==> src/rtl/match_pkg.sv <==
// Shared types for the match collector: coordinates, the pair struct,
// collector states and the per-frame counter width.
package match_pkg;

  localparam int COORD_W = 10;
  localparam int CNT_W   = 12;

  typedef logic [COORD_W-1:0] coord_t;

  typedef struct packed {
    coord_t src_x;
    coord_t src_y;
    coord_t dst_x;
    coord_t dst_y;
  } match_pair_t;

  typedef enum logic [1:0] {
    ST_COLLECT,
    ST_DRAIN,
    ST_DONE
  } coll_state_t;

  // L1 displacement: each axis is an 11-bit magnitude, and the sum needs 12 bits.
  function automatic logic [CNT_W-1:0] l1_disp(input match_pair_t p);
    logic [COORD_W:0] dx;
    logic [COORD_W:0] dy;
    dx = (p.dst_x >= p.src_x) ? {1'b0, p.dst_x - p.src_x} : {1'b0, p.src_x - p.dst_x};
    dy = (p.dst_y >= p.src_y) ? {1'b0, p.dst_y - p.src_y} : {1'b0, p.src_y - p.dst_y};
    return {1'b0, dx} + {1'b0, dy};
  endfunction

endpackage

==> src/rtl/match_fifo.sv <==
// Synchronous FWFT FIFO of match pairs. The head sits in an output register,
// so it stays stable while valid is high and no read is taken.
module match_fifo
  import match_pkg::*;
#(
  parameter int DEPTH = 64
) (
  input  logic                     clk,
  input  logic                     rst,
  input  logic                     wr_en,
  input  match_pair_t              wr_data,
  input  logic                     rd_en,
  output logic                     valid,
  output match_pair_t              data,
  output logic                     full,
  output logic                     empty,
  output logic [$clog2(DEPTH):0]   count
);

  localparam int AW = $clog2(DEPTH);
  localparam int CW = AW + 1;

  match_pair_t   mem [DEPTH];
  logic [AW-1:0] wr_ptr;
  logic [AW-1:0] rd_ptr;
  logic [CW-1:0] mem_cnt;
  logic          push;
  logic          pop;
  logic          load;

  // Occupancy covers both the array and the head register. It is taken at
  // cycle start, so a read in the same cycle never makes room for a write.
  assign count = mem_cnt + CW'(valid);
  assign full  = (count == CW'(DEPTH));
  assign empty = (count == '0);
  assign push  = wr_en && !full;
  assign pop   = valid && rd_en;
  assign load  = (mem_cnt != '0) && (!valid || pop);

  always_ff @(posedge clk) begin
    if (push) mem[wr_ptr] <= wr_data;
  end

  always_ff @(posedge clk) begin
    if (rst) begin
      wr_ptr  <= '0;
      rd_ptr  <= '0;
      mem_cnt <= '0;
      valid   <= 1'b0;
      data    <= '0;
    end else begin
      if (push) wr_ptr <= wr_ptr + AW'(1);
      if (load) begin
        rd_ptr <= rd_ptr + AW'(1);
        data   <= mem[rd_ptr];
        valid  <= 1'b1;
      end else if (pop) begin
        valid <= 1'b0;
      end
      mem_cnt <= mem_cnt + CW'(push) - CW'(load);
    end
  end

endmodule

==> src/rtl/match_collector.sv <==
// Per-frame match pair collector: it filters pairs by L1 displacement,
// buffers them, and drains them at end of frame with last / frame-done marking.
//
// state      | meaning
// ST_COLLECT | accept filtered pairs, stream them out, and wait for i_end
// ST_DRAIN   | drop new pairs and flush the FIFO, with o_last on the final entry
// ST_DONE    | one-cycle o_frame_done showing the final counts; counters clear on exit
module match_collector
  import match_pkg::*;
#(
  parameter int          DEPTH    = 64,
  parameter logic [10:0] MAX_DISP = 11'd200
) (
  input  logic             i_clk,
  input  logic             i_rst,
  input  logic             i_valid,
  input  logic             i_end,
  input  logic [9:0]       i_src_coor_x,
  input  logic [9:0]       i_src_coor_y,
  input  logic [9:0]       i_dst_coor_x,
  input  logic [9:0]       i_dst_coor_y,
  input  logic             i_ready,
  output logic             o_valid,
  output logic [9:0]       o_src_coor_x,
  output logic [9:0]       o_src_coor_y,
  output logic [9:0]       o_dst_coor_x,
  output logic [9:0]       o_dst_coor_y,
  output logic             o_last,
  output logic             o_frame_done,
  output logic [CNT_W-1:0] o_match_cnt,
  output logic [CNT_W-1:0] o_drop_cnt
);

  localparam int CW = $clog2(DEPTH) + 1;

  coll_state_t      state;
  coll_state_t      state_nx;
  match_pair_t      in_pair;
  match_pair_t      head;
  logic             fifo_valid;
  logic             full;
  logic             empty;
  logic [CW-1:0]    count;
  logic             pass;
  logic             wr_en;
  logic             accept;
  logic             drop;
  logic             clr;
  logic [CNT_W-1:0] match_cnt;
  logic [CNT_W-1:0] drop_cnt;

  assign in_pair = '{src_x: i_src_coor_x, src_y: i_src_coor_y,
                     dst_x: i_dst_coor_x, dst_y: i_dst_coor_y};
  assign pass    = (l1_disp(in_pair) <= {1'b0, MAX_DISP});
  assign wr_en   = (state == ST_COLLECT) && i_valid && pass && !full;

  match_fifo #(.DEPTH(DEPTH)) u_fifo (
    .clk     (i_clk),
    .rst     (i_rst),
    .wr_en   (wr_en),
    .wr_data (in_pair),
    .rd_en   (i_ready),
    .valid   (fifo_valid),
    .data    (head),
    .full    (full),
    .empty   (empty),
    .count   (count)
  );

  always_ff @(posedge i_clk) begin
    if (i_rst) state <= ST_COLLECT;
    else       state <= state_nx;
  end

  always_comb begin
    state_nx = state;
    accept   = 1'b0;
    drop     = 1'b0;
    clr      = 1'b0;
    case (state)
      ST_COLLECT: begin
        accept = wr_en;
        drop   = i_valid && !wr_en;
        if (i_end) state_nx = ST_DRAIN;
      end
      ST_DRAIN: begin
        drop = i_valid;
        if (empty) state_nx = ST_DONE;
      end
      ST_DONE: begin
        clr      = 1'b1;
        state_nx = ST_COLLECT;
      end
      default: state_nx = ST_COLLECT;
    endcase
  end

  always_ff @(posedge i_clk) begin
    if (i_rst || clr) begin
      match_cnt <= '0;
      drop_cnt  <= '0;
    end else begin
      if (accept && (match_cnt != '1)) match_cnt <= match_cnt + CNT_W'(1);
      if (drop && (drop_cnt != '1))    drop_cnt  <= drop_cnt + CNT_W'(1);
    end
  end

  assign o_valid      = fifo_valid;
  assign o_src_coor_x = head.src_x;
  assign o_src_coor_y = head.src_y;
  assign o_dst_coor_x = head.dst_x;
  assign o_dst_coor_y = head.dst_y;
  assign o_last       = (state == ST_DRAIN) && fifo_valid && (count == CW'(1));
  assign o_frame_done = (state == ST_DONE);
  assign o_match_cnt  = match_cnt;
  assign o_drop_cnt   = drop_cnt;

endmodule

==> config.mk <==
export PLATFORM = sky130hd
export DESIGN_NAME = match_collector
export DESIGN_NICKNAME = d
export VERILOG_FILES = /design/src/rtl/match_pkg.sv /design/src/rtl/match_fifo.sv /design/src/rtl/match_collector.sv
export SDC_FILE = /design/constraint.sdc
export NUM_CORES = 2
export LEC_CHECK = 0
export BUFFER_PORTS_ARGS = -buffer_cell sky130_fd_sc_hd__buf_2
export CELL_PAD_IN_SITES_DETAIL_PLACEMENT = 1
export CELL_PAD_IN_SITES_GLOBAL_PLACEMENT = 1
export CORE_AREA = 2 2 512 514
export DETAILED_ROUTE_END_ITERATION = 7
export DIE_AREA = 0 0 514 516
export PLACE_DENSITY = 0.59
export SYNTH_ARGS = -nofsm -noshare
export SYNTH_HDL_FRONTEND = slang
export SYNTH_HIERARCHICAL = 1
export SYNTH_SLANG_ARGS = --single-unit
==> constraint.sdc <==
create_clock -name i_clk -period 21.4 [get_ports i_clk]
set_clock_uncertainty 0.15 [all_clocks]
set_input_delay 2.14 -clock i_clk [delete_from_list [all_inputs] [get_ports i_clk]]
set_output_delay 2.14 -clock i_clk [all_outputs]
set_load 0.01 [all_outputs]
### Word-level counts from Yosys, hierarchy flattened

Memory sizes are Yosys's and may differ from the RTL's. A register that Yosys moved wholly into a read port is not among the register bits.
Cells that the tools add are included.

| word-level totals | value |
|---|---|
| bits in writable memories | 2560 |
| bits in read-only memories | 0 |
| input port bits | 45 |
| output and inout port bits | 67 |
| bits in registers | 46 |
| memories kept | 1 |
| latch bits | 0 |

Memories:

| memory | words | width | rd ports | clocked after Yosys merged registers in | wr ports | line | source |
|---|---|---|---|---|---|---|---|
| u_fifo.mem | 64 | 40 | 1 | 1 | 1 | match_fifo.sv:23 | `match_pair_t mem [DEPTH];` |

| cells by class | value |
|---|---|
| div/mod/pow operators | 0 |
| bitwise operators | 0 |
| $mul | 0 |
| equal/unequal tests | 8 |
| shifts and indexed selects | 0 |
| muxes and demuxes | 12 |
| reductions and logical operators | 21 |
| $add $sub $neg | 12 |
| magnitude comparators | 3 |

Operators with widths:

| cell | count |
|---|---|
| $sub 10x10->10 | 4 |
| $add 12x1->12 const B | 2 |
| $ne 12x12->1 const B | 2 |
| $ge 10x10->1 | 2 |
| $mux 10 | 2 |
| $add 7x1->7 | 2 |
| $add 6x1->6 const B | 2 |
| $add 10x10->11 | 1 |
| $le 11x8->1 const B | 1 |
| $logic_and 1x1->1 | 11 |
| $eq 7x1->1 const B | 1 |
| $eq 7x7->1 const B | 1 |
| $logic_not 7->1 | 1 |
| $reduce_bool 7->1 | 1 |
| $sub 7x1->7 | 1 |
| $mux 1 | 6 |
| $mux 2 | 2 |
| $ne 2x2->1 const B | 2 |
| $pmux 2 s2 | 1 |
| $logic_not 1->1 | 3 |
| $eq 2x1->1 const B | 1 |
| $eq 2x2->1 const B | 1 |
| $logic_not 2->1 | 1 |
| $logic_or 1x1->1 | 2 |
| 3 further kinds | 3 |

### Logic depth before layout (Yosys ltp)

| depth | value |
|---|---|
| depth after elaboration | 10 |
| mapped depth | 36 |
| gate-level depth less buffers | 33 |

### By module

The synthesis kept the hierarchy.

Modules (own cells, without submodules):

| module | seq. area each (µm²) | times used | area each (µm²) | cells each |
|---|---|---|---|---|
| match_fifo | 78074.9 | 1 | 99995.9 | 4446 |
| match_collector | 520.5 | 1 | 3333.2 | 429 |

### Worst setup path before layout

Ideal clock, no wire load.

| timing path | value |
|---|---|
| path type | input -> register |
| start | in i_dst_coor_y[0] |
| end | mem u_fifo/mem[40][0] in the netlist's numbering, enable pin |
| setup time | 0.438 ns |
| stages | 27 |
| slack | 12.264 ns |
| data arrival time | 8.548 ns |
| buffers on the path | 3 |
| path through | inv_1 -> ha_1 -> inv_1 -> fa_1 -> a21o_1 -> a211oi_1 -> o21bai_1 -> o21a_1 -> o21ai_0 -> a211o_1 -> buf_2 -> mux2_2 -> fa_1 -> a211oi_2 -> nor2_1 -> o21a_1 -> a211o_1 -> o21a_1 -> or2_1 -> clkbuf_2 -> inv_1 -> o41a_1 -> clkbuf_1 -> inv_1 -> nor2_1 -> nand2_1 -> nor2_1 |

| between the ends | value |
|---|---|
| word-level cells in the longest chain between the ends | 9 |
| elaborated cells on any way between the ends | 11 |

RTL lines:

| element | line | source |
|---|---|---|
| start, declared | match_collector.sv:21 | `input logic [9:0] i_dst_coor_y,` |
| $sub 10x10->10 / $ge 10x10->1 (equally long branches) | match_pkg.sv:28 | `dy = (p.dst_y >= p.src_y) ? {1'b0, p.dst_y - p.src_y} : {1'b0, p.src_y - p.dst_y};` |
| $mux 10 (*) | match_pkg.sv:28 |  |
| $add 10x10->11 (*) | match_pkg.sv:29 | `return {1'b0, dx} + {1'b0, dy};` |
| $le 11x8->1 (*) | match_collector.sv:54 | `assign pass = (l1_disp(in_pair) <= {1'b0, MAX_DISP});` |
| $logic_and 1x1->1 (*) (2 in series) | match_collector.sv:55 | `assign wr_en = (state == ST_COLLECT) && i_valid && pass && !full;` |
| named net wr_en | match_collector.sv:45 | `logic wr_en;` |
| $logic_and 1x1->1 (*) | match_fifo.sv:36 | `assign push = wr_en && !full;` |
| $mux 1 (*) | match_fifo.sv:41 | `if (push) mem[wr_ptr] <= wr_data;` |
| $mux 1 (implied by the code) (*) | match_fifo.sv:41 |  |
| end, declared | match_fifo.sv:23 |  |

The timed path passes the listed nets; every way through them passes the cells marked *.

### Final worst setup path

| timing path | value |
|---|---|
| start | in i_src_coor_x[1] |
| end | mem u_fifo/mem[35][5] in the netlist's numbering, enable pin |

| between the ends | value |
|---|---|
| word-level cells in the longest chain between the ends | 9 |
| elaborated cells on any way between the ends | 11 |

RTL lines:

| element | line | source |
|---|---|---|
| start, declared | match_collector.sv:18 | `input logic [9:0] i_src_coor_x,` |
| $sub 10x10->10 / $ge 10x10->1 (equally long branches) | match_pkg.sv:27 | `dx = (p.dst_x >= p.src_x) ? {1'b0, p.dst_x - p.src_x} : {1'b0, p.src_x - p.dst_x};` |
| $mux 10 (*) | match_pkg.sv:27 |  |
| $add 10x10->11 (*) | match_pkg.sv:29 |  |
| $le 11x8->1 (*) | match_collector.sv:54 |  |
| $logic_and 1x1->1 (*) (2 in series) | match_collector.sv:55 |  |
| named net wr_en | match_collector.sv:45 |  |
| $logic_and 1x1->1 (*) | match_fifo.sv:36 |  |
| $mux 1 (*) | match_fifo.sv:41 |  |
| $mux 1 (implied by the code) (*) | match_fifo.sv:41 |  |

Marks and branches as above.

==> key figures <==
Outcome
  – Outcome: complete, no violations

Floorplanning
  – Die area: ~270,000 um2
  – # IOs: 112
  – Placeable Area: 259,000 um2
  – Die X: between 500 and 600 um
  – Initial core utilization: 0.399
  – Num rows: 187
  – Die H: 516 um

Global routing
  – First-pass GRT wire length: 437,000 um
  – Vias in the first global route: about 55k
  – Largest net degree at the start of global routing: ~90
  – Initial antenna violation count: 18
  – Global Route Usage Sum: 0.236
  – Total congestion overflow: 0

Pwr
  – Cell Pwr Density: approximately 110 nW/um2
  – Peak supply drop: around 0.000095 V
  – Static Leak: 36.6 nW

Final layout
  – Layout cell share with drive strength beyond 1: 0.258
  – Nets: between 5k and 6k
  – Area Growth Syn to Fin: 14.1%
  – Final core occ: 0.455

Critical path
  – Worst setup EP type: flop
  – CP Max Fanout: between 60 and 70
  – Crit Path Category: in -> reg
  – Crit path arrival time: roughly 11,000 ps
  – Startpoint Class: primary input
  – Req. time, crit path: 21,810 ps

Synthesis
  – Post-synth top area share: 0.744
  – Post-synth cell types: 75
  – Register area share after synthesis: 0.761
  – Synthesized Nets: ~5k
  – Mapped Cells: 4,875
  – Syn avg cell area: around 21 um2
  – Post-synth EDFFs: between 2k and 3k
  – Synth cell count leaders: 2,560 x edfxtp_1, 596 x mux4_2, 283 x mux2i_1
  – Area contributors post-synth: edfxtp_1 74%, mux4_2 13%, mux2i_1 2.7%, dfxtp_1 1.7%, ha_1 0.81%
  – Netlist Area Pre-Place: 103,000 um2
  – Asr flop ratio synth: 0
  – Synth warnings: 6
  – Dominant cell by count in the synthesized netlist: edfxtp_1
  – Register bit total from synthesis: about 2.6k
  – Leading area contributor after synthesis: edfxtp_1
  – Synth Flop Type: edfxtp_1

Timing
  – Setup TNS: 0 ps
  – Final hold violation count: 0
  – RSZ-0062 raised after global routing: no
  – Final slew viol count: 0
  – Rel. slew slack: 0.164
  – Period utilisation layout: 0.493
  – Final setup violation count: 0
  – Smallest hold slack: 349 ps
  – Final min period: roughly 11,000 ps
  – Worst Max-Slew Pin Slew: 1220 ps
  – Peak Freq: approximately 95 MHz

Route
  – DRC: 0
  – Vias: 52.6k
  – Final antenna-violating net count: 0
  – Mean routed wirelength per cell: around 35 um
  – Number of iterations in the first detailed-routing pass: 5
  – Via density: 5.96
  – Final wirelength: about 310,000 um
  – Iteration-0 DRC Markers: between 5k and 6k

Worst hold path
  – HP Class: reg -> reg

Clock tree
  – Worst skew pair latency: 950 ps
  – CTS clock-pin slew for the worst setup and hold paths: 60 ps
  – CTS resizes: 0
  – CTS H-tree depth: 5
  – Clk root buf: clkbuf_16
  – CTS tree: done
  – CTS Hold Bufs: 0
  – Setup Fix Bufs, Post-CTS: 0
  – Clock Tree Buf Depth: 4
  – # clock sinks: between 2k and 3k
  – Num CTS Buffers: 292

Placement
  – Number of port buffers: ~110
  – Post-detail-place hpwl: between 150,000 and 200,000 um
  – RePlAce Congestion: about 0.8

Flow run
  – Max-cap violations: 0
[power breakdown]
group / internal [mW] / switching [mW]
Combinational: 1.24 / 1.55
Clock: 2.88 / 1.99
Sequential: 5.73 / 0.111
[cells by family (layout without fill, tap and decap cells)]
family	Yosys count	in the layout	synth area share
xor+xnor	50	50	0.00424
simple gates	398	398	0.0179
buf+inv	324	860	0.0168
fa+ha+maj	73	73	0.00928
compound gates	491	491	0.0323
mux	893	893	0.159
other cells	0	12	0
flops	2646	2646	0.761
[placed cells by master, fill, tap and decap left out, types with 48 or more instances in the layout]
cell          n
a211oi_1     48
a21oi_1      80
buf_2       110
buf_4       179
clkbuf_1     66
clkbuf_16   301
dfxtp_1      81
edfxtp_1   2560
ha_1         67
inv_1        64
mux2i_1     283
mux4_2      596
nand2_1      85
nand3_1      59
nor2_1       85
nor2_4       66
o21ai_0      70
o22ai_1      69
[routing by layer]
layer | vias up | GRT usage | wire (um)
li1 | 21065 | - | -
met5 | - | 0 | 7
met2 | 2000 | 0.382 | 150000
met1 | 29095 | 0.329 | 131000
met4 | 2 | 0.0710 | 9360
met3 | 393 | 0.0393 | 21600
[metrics by stage]
step / worst slack, ps / total power [mW] / instance area [um2] / cells
floorplan: 12260 / 7.90 / 103000 / 4875
global placement: 10000 / 8.76 / 109000 / 8313
detailed placement: 9820 / 8.78 / 109000 / 8313
CTS: 10790 / 13.6 / 118000 / 8813
global route: 10310 / 14.0 / 118000 / 8814
finish: 10840 / 13.5 / 118000 / 8825
[state kept, by name, summed over array words and instances (netlist names)]
name	flops
o_drop_cnt	12
o_match_cnt	12
state	2
u_fifo/data	40
u_fifo/mem	2560
u_fifo/mem_cnt	7
u_fifo/rd_ptr	6
u_fifo/valid	1
u_fifo/wr_ptr	6
[path summary, 6_finish.rpt]
path,startpoint,to,slack (ps),depth (start not counted)
max reg2reg,u_fifo/valid,u_fifo/mem[35][5],14740,17
min,o_drop_cnt[4],o_drop_cnt[4],350,2
min reg2reg,o_drop_cnt[4],o_drop_cnt[4],350,2
max,i_src_coor_x[1],u_fifo/mem[35][5],10840,24
[critical path, stage by stage]
cell and delay [ps]:
buf_2 80, buf_4 580, inv_1 210, fa_1 490, a21o_1 210, a21oi_1 230, nand3_1 180, a21oi_2 730
mux2_2 420, a221oi_1 380, o21ai_0 180, xor2_1 170, ha_1 220, or2_2 290, a211o_1 300, o21a_1 330
or2_1 430, inv_1 110, o41a_1 600, inv_1 360, nor2_1 290, nand2_1 530, nor2_4 780, buf_4 580
[area by class of cell]
cell class                 count  area (um2)
fill                       23659      141000
sequential                  2646       78600
multi-input combinational   1905       23600
clock buffer                 379        7950
tap                         3402        4260
timing repair buffer         295        2010
clock inverter               121        1160
inverter                      65         244
antenna                       12        30.0
No activity file was read; power rests on OpenSTA's default activity.
